--- src/rtl/datapath_arbiter_pkg.sv ---
// Shared types for the datapath arbiter: the Datapath control bundle, its idle value
// and the arbiter FSM states.
package datapath_arbiter_pkg;

  typedef struct packed {
    logic [2:0] alu_s;
    logic       rf_s;
    logic       d_wr;
    logic [7:0] d_addr;
    logic [3:0] rf_w_addr;
    logic       rf_w_en;
    logic [3:0] rf_a;
    logic [3:0] rf_b;
  } dp_op_t;

  localparam dp_op_t DP_NOP = '0;

  typedef enum logic [1:0] {
    IDLE = 2'd0,
    EXEC = 2'd1,
    RESP = 2'd2
  } arb_state_t;

  // Write strobes may only reach the Datapath in the final EXEC cycle.
  function automatic dp_op_t strip_strobes(dp_op_t op);
    dp_op_t res;
    res         = op;
    res.d_wr    = 1'b0;
    res.rf_w_en = 1'b0;
    return res;
  endfunction

  function automatic int cnt_width(int n);
    return (n > 1) ? $clog2(n) : 1;
  endfunction

endpackage

--- src/rtl/datapath_arbiter_if.sv ---
// Bundle of requester handshakes and Datapath signals around the arbiter.
// master = requesters/Datapath side, slave = the arbiter itself.
interface datapath_arbiter_if #(
  parameter int DATA_W = 16
);
  import datapath_arbiter_pkg::*;

  logic              core_req;
  dp_op_t            core_op;
  logic              core_ack;
  logic              host_req;
  dp_op_t            host_op;
  logic              host_ack;
  dp_op_t            dp_op;
  logic [DATA_W-1:0] dp_r_data;
  logic [DATA_W-1:0] rd_data;
  logic              busy;
  logic              owner;

  modport master (
    output core_req, core_op, host_req, host_op, dp_r_data,
    input  core_ack, host_ack, dp_op, rd_data, busy, owner
  );

  modport slave (
    input  core_req, core_op, host_req, host_op, dp_r_data,
    output core_ack, host_ack, dp_op, rd_data, busy, owner
  );

endinterface

--- src/rtl/datapath_arbiter_starve_arbiter.sv ---
// Core-priority pick with a host starvation bound; also remembers who owns the
// current (or last) Datapath operation.
module starve_arbiter
  import datapath_arbiter_pkg::*;
#(
  parameter int STARVE_MAX = 4
) (
  input  logic clk,
  input  logic rst_n,
  input  logic core_req_i,
  input  logic host_req_i,
  input  logic grant_en_i,
  output logic grant_o,
  output logic grant_host_o,
  output logic owner_o
);

  localparam int SW = $clog2(STARVE_MAX + 1);

  logic [SW-1:0] starve_cnt_q;
  logic [SW-1:0] starve_cnt_d;
  logic          owner_q;
  logic          owner_d;
  logic          starved;

  always_comb begin
    starved      = host_req_i && (starve_cnt_q == SW'(STARVE_MAX));
    grant_host_o = host_req_i && (starved || !core_req_i);
    grant_o      = grant_en_i && (core_req_i || host_req_i);

    starve_cnt_d = starve_cnt_q;
    owner_d      = owner_q;
    if (grant_en_i) begin
      // Remaining case is a core grant with the host waiting, so the count is below max.
      if (!host_req_i || grant_host_o) begin
        starve_cnt_d = '0;
      end else begin
        starve_cnt_d = starve_cnt_q + SW'(1);
      end
      if (grant_o) begin
        owner_d = grant_host_o;
      end
    end
  end

  always_ff @(posedge clk or negedge rst_n) begin
    if (!rst_n) begin
      starve_cnt_q <= '0;
      owner_q      <= 1'b0;
    end else begin
      starve_cnt_q <= starve_cnt_d;
      owner_q      <= owner_d;
    end
  end

  assign owner_o = owner_q;

endmodule

--- src/rtl/datapath_arbiter.sv ---
// Shares one Datapath between the core (port 0) and a debug host (port 1):
// latch the winner's op, hold it for OP_CYCLES, capture read data, pulse the ack.
module datapath_arbiter
  import datapath_arbiter_pkg::*;
#(
  parameter int OP_CYCLES  = 2,
  parameter int STARVE_MAX = 4,
  parameter int DATA_W     = 16
) (
  input  logic               clk,
  input  logic               rst_n,
  datapath_arbiter_if.slave  bus
);

  localparam int CW = cnt_width(OP_CYCLES);

  arb_state_t        state_q;
  logic [CW-1:0]     cyc_cnt_q;
  dp_op_t            op_q;
  logic [DATA_W-1:0] rd_data_q;
  logic              core_ack_q;
  logic              host_ack_q;

  logic grant;
  logic grant_host;
  logic owner;
  logic last_cyc;

  starve_arbiter #(
    .STARVE_MAX (STARVE_MAX)
  ) u_starve (
    .clk          (clk),
    .rst_n        (rst_n),
    .core_req_i   (bus.core_req),
    .host_req_i   (bus.host_req),
    .grant_en_i   (state_q == IDLE),
    .grant_o      (grant),
    .grant_host_o (grant_host),
    .owner_o      (owner)
  );

  assign last_cyc = (cyc_cnt_q == '0);

  always_ff @(posedge clk or negedge rst_n) begin
    if (!rst_n) begin
      state_q    <= IDLE;
      cyc_cnt_q  <= '0;
      op_q       <= DP_NOP;
      rd_data_q  <= '0;
      core_ack_q <= 1'b0;
      host_ack_q <= 1'b0;
    end else begin
      core_ack_q <= 1'b0;
      host_ack_q <= 1'b0;
      case (state_q)
        IDLE: begin
          if (grant) begin
            op_q      <= grant_host ? bus.host_op : bus.core_op;
            cyc_cnt_q <= CW'(OP_CYCLES - 1);
            state_q   <= EXEC;
          end
        end
        EXEC: begin
          if (last_cyc) begin
            // Owner was set at the grant edge, so it already names this op's requester.
            rd_data_q  <= bus.dp_r_data;
            core_ack_q <= !owner;
            host_ack_q <= owner;
            state_q    <= RESP;
          end else begin
            cyc_cnt_q <= cyc_cnt_q - CW'(1);
          end
        end
        RESP: begin
          state_q <= IDLE;
        end
        default: begin
          state_q <= IDLE;
        end
      endcase
    end
  end

  // Decoded from state so an asynchronous reset drops the Datapath to NOP at once.
  always_comb begin
    bus.dp_op = DP_NOP;
    if (state_q == EXEC) begin
      bus.dp_op = last_cyc ? op_q : strip_strobes(op_q);
    end
  end

  assign bus.core_ack = core_ack_q;
  assign bus.host_ack = host_ack_q;
  assign bus.rd_data  = rd_data_q;
  assign bus.busy     = (state_q != IDLE);
  assign bus.owner    = owner;

endmodule

--- src/flat_wrapper.sv ---
// flat-port wrapper written by rule: the top's interface ports become plain ports
module datapath_arbiter_flat import datapath_arbiter_pkg::*;
#(
  parameter int OP_CYCLES  = 2,
  parameter int STARVE_MAX = 4,
  parameter int DATA_W     = 16
)
  (clk, rst_n, bus_core_req, bus_core_op, bus_host_req, bus_host_op, bus_dp_r_data, bus_core_ack, bus_host_ack, bus_dp_op, bus_rd_data, bus_busy, bus_owner);
  datapath_arbiter_if #(.DATA_W(DATA_W)) bus_i ();
  input  logic clk;
  input  logic rst_n;
  input wire logic [$bits(bus_i.core_req)-1:0] bus_core_req;
  input wire logic [$bits(bus_i.core_op)-1:0] bus_core_op;
  input wire logic [$bits(bus_i.host_req)-1:0] bus_host_req;
  input wire logic [$bits(bus_i.host_op)-1:0] bus_host_op;
  input wire logic [$bits(bus_i.dp_r_data)-1:0] bus_dp_r_data;
  output wire logic [$bits(bus_i.core_ack)-1:0] bus_core_ack;
  output wire logic [$bits(bus_i.host_ack)-1:0] bus_host_ack;
  output wire logic [$bits(bus_i.dp_op)-1:0] bus_dp_op;
  output wire logic [$bits(bus_i.rd_data)-1:0] bus_rd_data;
  output wire logic [$bits(bus_i.busy)-1:0] bus_busy;
  output wire logic [$bits(bus_i.owner)-1:0] bus_owner;
  assign bus_i.core_req = bus_core_req;
  assign bus_i.core_op = bus_core_op;
  assign bus_i.host_req = bus_host_req;
  assign bus_i.host_op = bus_host_op;
  assign bus_i.dp_r_data = bus_dp_r_data;
  assign bus_core_ack = bus_i.core_ack;
  assign bus_host_ack = bus_i.host_ack;
  assign bus_dp_op = bus_i.dp_op;
  assign bus_rd_data = bus_i.rd_data;
  assign bus_busy = bus_i.busy;
  assign bus_owner = bus_i.owner;
  datapath_arbiter #(.OP_CYCLES(OP_CYCLES), .STARVE_MAX(STARVE_MAX), .DATA_W(DATA_W)) u_core (.clk(clk), .rst_n(rst_n), .bus(bus_i));
endmodule
--- config.mk ---
export PLATFORM = sky130hd
export DESIGN_NAME = datapath_arbiter_flat
export DESIGN_NICKNAME = d
export VERILOG_FILES = /design/src/rtl/datapath_arbiter_pkg.sv /design/src/rtl/datapath_arbiter_if.sv /design/src/rtl/datapath_arbiter_starve_arbiter.sv /design/src/rtl/datapath_arbiter.sv /design/src/flat_wrapper.sv
export SDC_FILE = /design/constraint.sdc
export NUM_CORES = 1
export LEC_CHECK = 0
export ABC_AREA = 1
export CORE_UTILIZATION = 38
export DETAILED_ROUTE_END_ITERATION = 12
export PLACE_DENSITY = 0.81
export SLEW_MARGIN = 20
export SYNTH_ARGS = -nofsm -noshare
export SYNTH_HDL_FRONTEND = slang
export SYNTH_SLANG_ARGS = --single-unit
--- constraint.sdc ---
create_clock -name clk -period 1.5 [get_ports clk]
set_clock_uncertainty 0.1 [all_clocks]
set_input_delay 0.225 -clock clk [delete_from_list [all_inputs] [get_ports clk]]
set_output_delay 0.225 -clock clk [all_outputs]
set_load 0.05 [all_outputs]
* Word-level counts from Yosys, hierarchy flattened *
Cells that the tools add are included.

storage, ports and cells
  flip-flop bits (word level) = 51
  bits of input ports = 72
  word-level logic and storage cells = 52
  output and inout bits = 46

operators by class
  add/sub/neg operators = 2
  reduce and logical (&&, ||, !) cells = 16
  muxes and demuxes = 14
  bitwise logic cells = 1
  eq/ne operators = 4

operator list
  cell                                                    count
  two-way mux 26 bit                                      2
  two-way mux 22 bit                                      1
  AND reduction 2 bit                                     4
  two-way mux 1 bit                                       6
  two-way mux 2 bit                                       2
  case mux 2 bit (2 select lines)                         1
  nonzero test 2 bit                                      2
  adder 3 x 1 -> 3 bit (second input constant)            1
  equality test 3 bit (second input constant)             1
  logical AND 1 bit                                       3
  zero test 1 bit                                         3
  logical OR 1 bit                                        3
  two-way mux 3 bit                                       1
  equality test 2 x 1 -> 1 bit (second input constant)    1
  zero test 2 bit                                         1
  inequality test 2 x 1 -> 1 bit (second input constant)  1
  inequality test 2 bit (second input constant)           1
  case mux 1 bit (2 select lines)                         1
  NOT 1 bit                                               1
  subtractor 1 bit (second input constant)                1

* Logic depth before layout (Yosys ltp) *
  word-level depth = 6
  mapped depth = 9
  mapped depth without buffers = 8

* By module *
A second synthesis with hierarchy kept.

second synthesis, totals
  cells, all modules = 367
  area total of the unflattened synthesis = 2607.5 um2

by module, submodules not included
  module            seq. area each (um2)  area an instance (um2)  cells each  instances
  datapath_arbiter  1176.1                2367.3                  335         1
  starve_arbiter    100.1                 240.2                   32          1

* Worst setup path after synthesis *
No wires, ideal clock.

  kind = register to output
  start point = reg u_core.state_q[1]
  end point = out bus_dp_op[10]
  arrival = 1.511 ns
  data required time = 1.175 ns
  buffers on the path = 1
  setup slack = -0.336 ns
  cell stages (with the launch flop) = 5
  cell sequence = dfrtp_1 nor2_2 inv_2 buf_2 nor2_1

on the way
  longest elaborated chain between the ends = 2

ends and longest elaborated chain
  what                          RTL line                RTL
  start: declaration            datapath_arbiter.sv:17  arb_state_t state_q;
  start signal: assignment      datapath_arbiter.sv:46  state_q <= IDLE;
  start signal: assignment      datapath_arbiter.sv:60  state_q <= EXEC;
  start signal: assignment      datapath_arbiter.sv:69  state_q <= RESP;
  equality test 2 x 1 -> 1 bit  datapath_arbiter.sv:87  if (state_q == EXEC) begin
  two-way mux 26 bit            datapath_arbiter.sv:87
  end: declaration              flat_wrapper.sv:19      output wire logic [$bits(bus_i.dp_op)-1:0] bus_dp_op;

Every way passes these cells.

* Worst setup path after layout *
  start point = reg u_core.state_q[1]
  end point = out bus_dp_op[14]

Same word-level chain as after synthesis.

==> run_results.csv <==
group,metric,value,unit
synth,synth-edff-count,0,
power_and_ir_drop,power_frac_seq,21.5,%
synth,yosys_warnings,0,
worst_setup_path,rr_worst_depth,9,
synth,synth_area,2668,um^2
sta,rsz0062_at_grt,"yes",
power_and_ir_drop,total_leakage_power,2.672,nW
run,drv_cap,0,
sta,hold_viol_final,0,
sta,slew_headroom,75.51,%
global_routing,grt-ovfl-total,0,
place,hpwlAfterDp,5434,um
worst_setup_path,path_cells,"nor2_4 -> inv_6 -> buf_12 -> nor2_4 -> buf_12",
route,drc_errors,0,
synth,synth.area.mux_share,0,%
floorplan,die-area,7359,um^2
worst_setup_path,path_class,"flip-flop to output pin",
cells_and_area,fillCellCount,442,
clocking,root_buffer,"clkbuf_8",
floorplan,coreArea,6794,um^2
global_routing,first_global_vias,2798,
worst_setup_path,cp_max_fo,13,
place,dp_cells,598,
floorplan,floorplan.initialDensity,39.26,%
run_status,violations,"setup timing",
route,wl_met1,3422,um
clocking,clockBufferDepth,2,
worst_setup_path,reg2reg_from,"u_core.state_q[0]",
worst_setup_path,startpoint,"u_core.state_q[1]",
sta,setup_violations,56,
synth,syn_nets,455,
cells_and_area,layoutNonFillerInstCount,624,
route,post_drt_wl_per_cell,14.58,um
worst_setup_path,r2r-end,"u_core.op_q[16]",
synth,synth-xor-area-share,0.3283,%
global_routing,grt.total_usage,22.41,%
worst_setup_path,crit_path_start_kind,"flip-flop",
power_and_ir_drop,power,0.01209,W
synth,avgSynthCellArea,7.001,um^2
sta,fin_hold_ws,0.3423,ns
global_routing,antenna_found_initial,0,
route,vias_per_cell,4.622,
floorplan,die_w,85.79,um
synth,synthCells,381,
worst_setup_path,critPathCaptureType,"output pin",
global_routing,grt_pass1_wl,12900,um
place,port_buffers,117,
route,drt_iter0_drc,204,
sta,drv_slew,0,
power_and_ir_drop,p_sw_share,47.67,%
clocking,cts_tree,"yes",
sta,worst_slack,-0.2602,ns
cells_and_area,drive_gt1_share,28.60,%
clocking,cts.sinks,51,
power_and_ir_drop,power.density,2342,nW/um^2
cells_and_area,seqCellArea,1276,um^2
cells_and_area,final_cell_area,5165,um^2
power_and_ir_drop,p_switching,0.005766,W
worst_setup_path,critPathSlowestCell,"dfrtp_1",
route,route.met2.wl,4791,um
sta,tightest_slew,0.3659,ns
run_status,status,"finished with violations",
cells_and_area,finalNetCount,601,
route,dr.pass1.iters,5,
route,wl_met3,703,um
sta,fin_crit,1.760,ns
route,highest_layer,"met4",
clocking,cts-htree-levels,2,
synth,yosysSeqAreaShare,47.84,%
power_and_ir_drop,internal_power,0.006329,W
clocking,clkSlewWorstSetupHoldPaths,0.09,ns
floorplan,dieHeight,85.79,um
clocking,cts_buffers,5,
worst_setup_path,crit_required,1.17,ns
synth,synth_cell_types,21,
floorplan,io_pins,118,
synth,synth_top_family_by_area,"simple AND/OR/NAND/NOR gates",
place,dpl_cell_area,4553,um^2
worst_setup_path,arrival,1.44,ns
route,ant_nets,0,
floorplan,rows,30,
synth,synthArstFlopShare,100.0,%
min_path,min_path_type,"input port to asynchronous set/reset pin",
worst_setup_path,reg2reg_slack,-0.17,ns
global_routing,grt_start_max_net_pins,52,
power_and_ir_drop,p_comb_share,71.3,%
synth,yosys.area_share.simple,33.26,%
cells_and_area,area_growth,93.62,%
power_and_ir_drop,clockPowerShare,7.2,%
sta,period_share,117.3,%
sta,timing.fmax,0.5681,GHz
worst_setup_path,critPathMaxStageDelay,0.43,ns
power_and_ir_drop,vdd_drop_max,1.340,mV
sta,fin_setup_tns,-8.720,ns
route,via_count,2884,
cells_and_area,diodes,0,
synth,synth_compound_area_share,2.205,%
place,gp_congestion,0.8200,
cells_and_area,multi_input_area,1262,um^2
clocking,clock_latency,0.30,ns
synth,synth_adder_area_share,0.9381,%
route,drt-total-wl,9101,um
synth,synth.ff_latch_count,51,
synth,synthFlopType,"dfrtp_1",
==> metal layers <==
layer / track usage, % / vias to the layer above
met4: 6.515 / 0
met1: 26.05 / 1331
li1: - / 1383
met2: 41.67 / 149
met5: 0 / -
met3: 4.427 / 21
==> worst max-delay path: cells and delay by family (launching register included) <==
| family | cells | cell delay (ns) |
|---|---|---|
| flops | 1 | 0.43 |
| buf+inv | 3 | 0.40 |
| simple gates | 2 | 0.30 |
==> sequential cells by signal, indices dropped and copies added (netlist names) <==
register,count
u_core.op_q,26
u_core.bus.rd_data,16
u_core.u_starve.starve_cnt_q,3
u_core.state_q,2
u_core.bus.core_ack,1
u_core.bus.host_ack,1
u_core.cyc_cnt_q,1
u_core.u_starve.owner_o,1
==> through the flow <==
stage / utilization [%] / setup slack (ns)
floorplan: - / -0.1289
global placement: 67.02 / -0.1632
detailed placement: 67.02 / -0.2114
CTS: 72.30 / -0.2283
global route: 76.02 / -0.3005
finish: 76.02 / -0.2602
==> placed cells by master (no fill, tap or decap), types with 2 or more instances in the layout <==
cell,Yosys,routed
buf_12,0,50
buf_4,3,13
o21ai_2,1,2
inv_6,0,2
nand2_1,160,143
nand3_1,28,21
nor2_1,28,7
buf_16,0,2
clkbuf_16,0,2
inv_1,81,78
nand2_2,2,14
clkdlybuf4s50_1,0,70
nand3_2,0,7
nor2_4,1,21
dfrtp_1,51,51
buf_6,3,11
nand2_4,1,6
nor2_2,1,2
clkbuf_8,0,7
inv_2,3,4
==> power by group through the flow <==
stage               logic, W  clock network [W]  registers [W]
CTS                  0.00784           0.000891        0.00255
detailed placement   0.00728                  0        0.00256
global placement     0.00714                  0        0.00252
global route         0.00910           0.000946        0.00265
floorplan            0.00311                  0        0.00319
finish               0.00862           0.000872        0.00260
==> cell type report <==
class | instances | area share [%]
timing repair inverter | 2 | 0.4845
inverter | 85 | 6.468
tap | 96 | 2.326
clock buffer | 7 | 1.865
timing repair buffer | 150 | 39.56
multi-input combinational | 232 | 24.44
clock inverter | 1 | 0.1453
sequential | 51 | 24.71
==> worst max-delay path by stage <==
stage / end / slack (ns)
2_1_floorplan: bus_dp_op[0] / -0.13
3_3_place_gp: u_core.op_q[16] / -0.16
3_5_place_dp: u_core.op_q[24] / -0.21
4_1_cts: bus_dp_op[14] / -0.23
5_1_grt: bus_dp_op[8] / -0.30
6_report: bus_dp_op[14] / -0.26
==> synthesized netlist by cell type, types with 2 or more instances <==
master   count  area (um^2)
dfrtp_1     51         1276
inv_2        3        11.26
nand2_1    160        600.6
nand2_2      2        12.51
ha_1         2        25.02
nor2_1      28        105.1
buf_4        3        22.52
nand3_1     28        140.1
buf_6        3        33.78
o21ai_0      4        20.02
buf_2        7        35.03
inv_1       81        304.0
==> repair_timing <==
item,in CTS,in global routing
hold endpoints to repair,51,0
setup buffers,6,5
hold buffers,1,0
pin swaps,1,13
cloned,2,5
endpoints found under the setup margin,52,71
resized for setup,38,51
==> cell families (layout without fill, tap and decap cells) <==
logic type	count (synthesis)	in the layout
AND/OR/NAND/NOR	221	221
adder cells (fa/ha/maj)	2	2
XOR/XNOR	1	1
flip-flops	51	51
AO/OA/AOI/OAI	8	8
buffers and inverters	98	245
No activity file was read; power rests on OpenSTA's default activity.
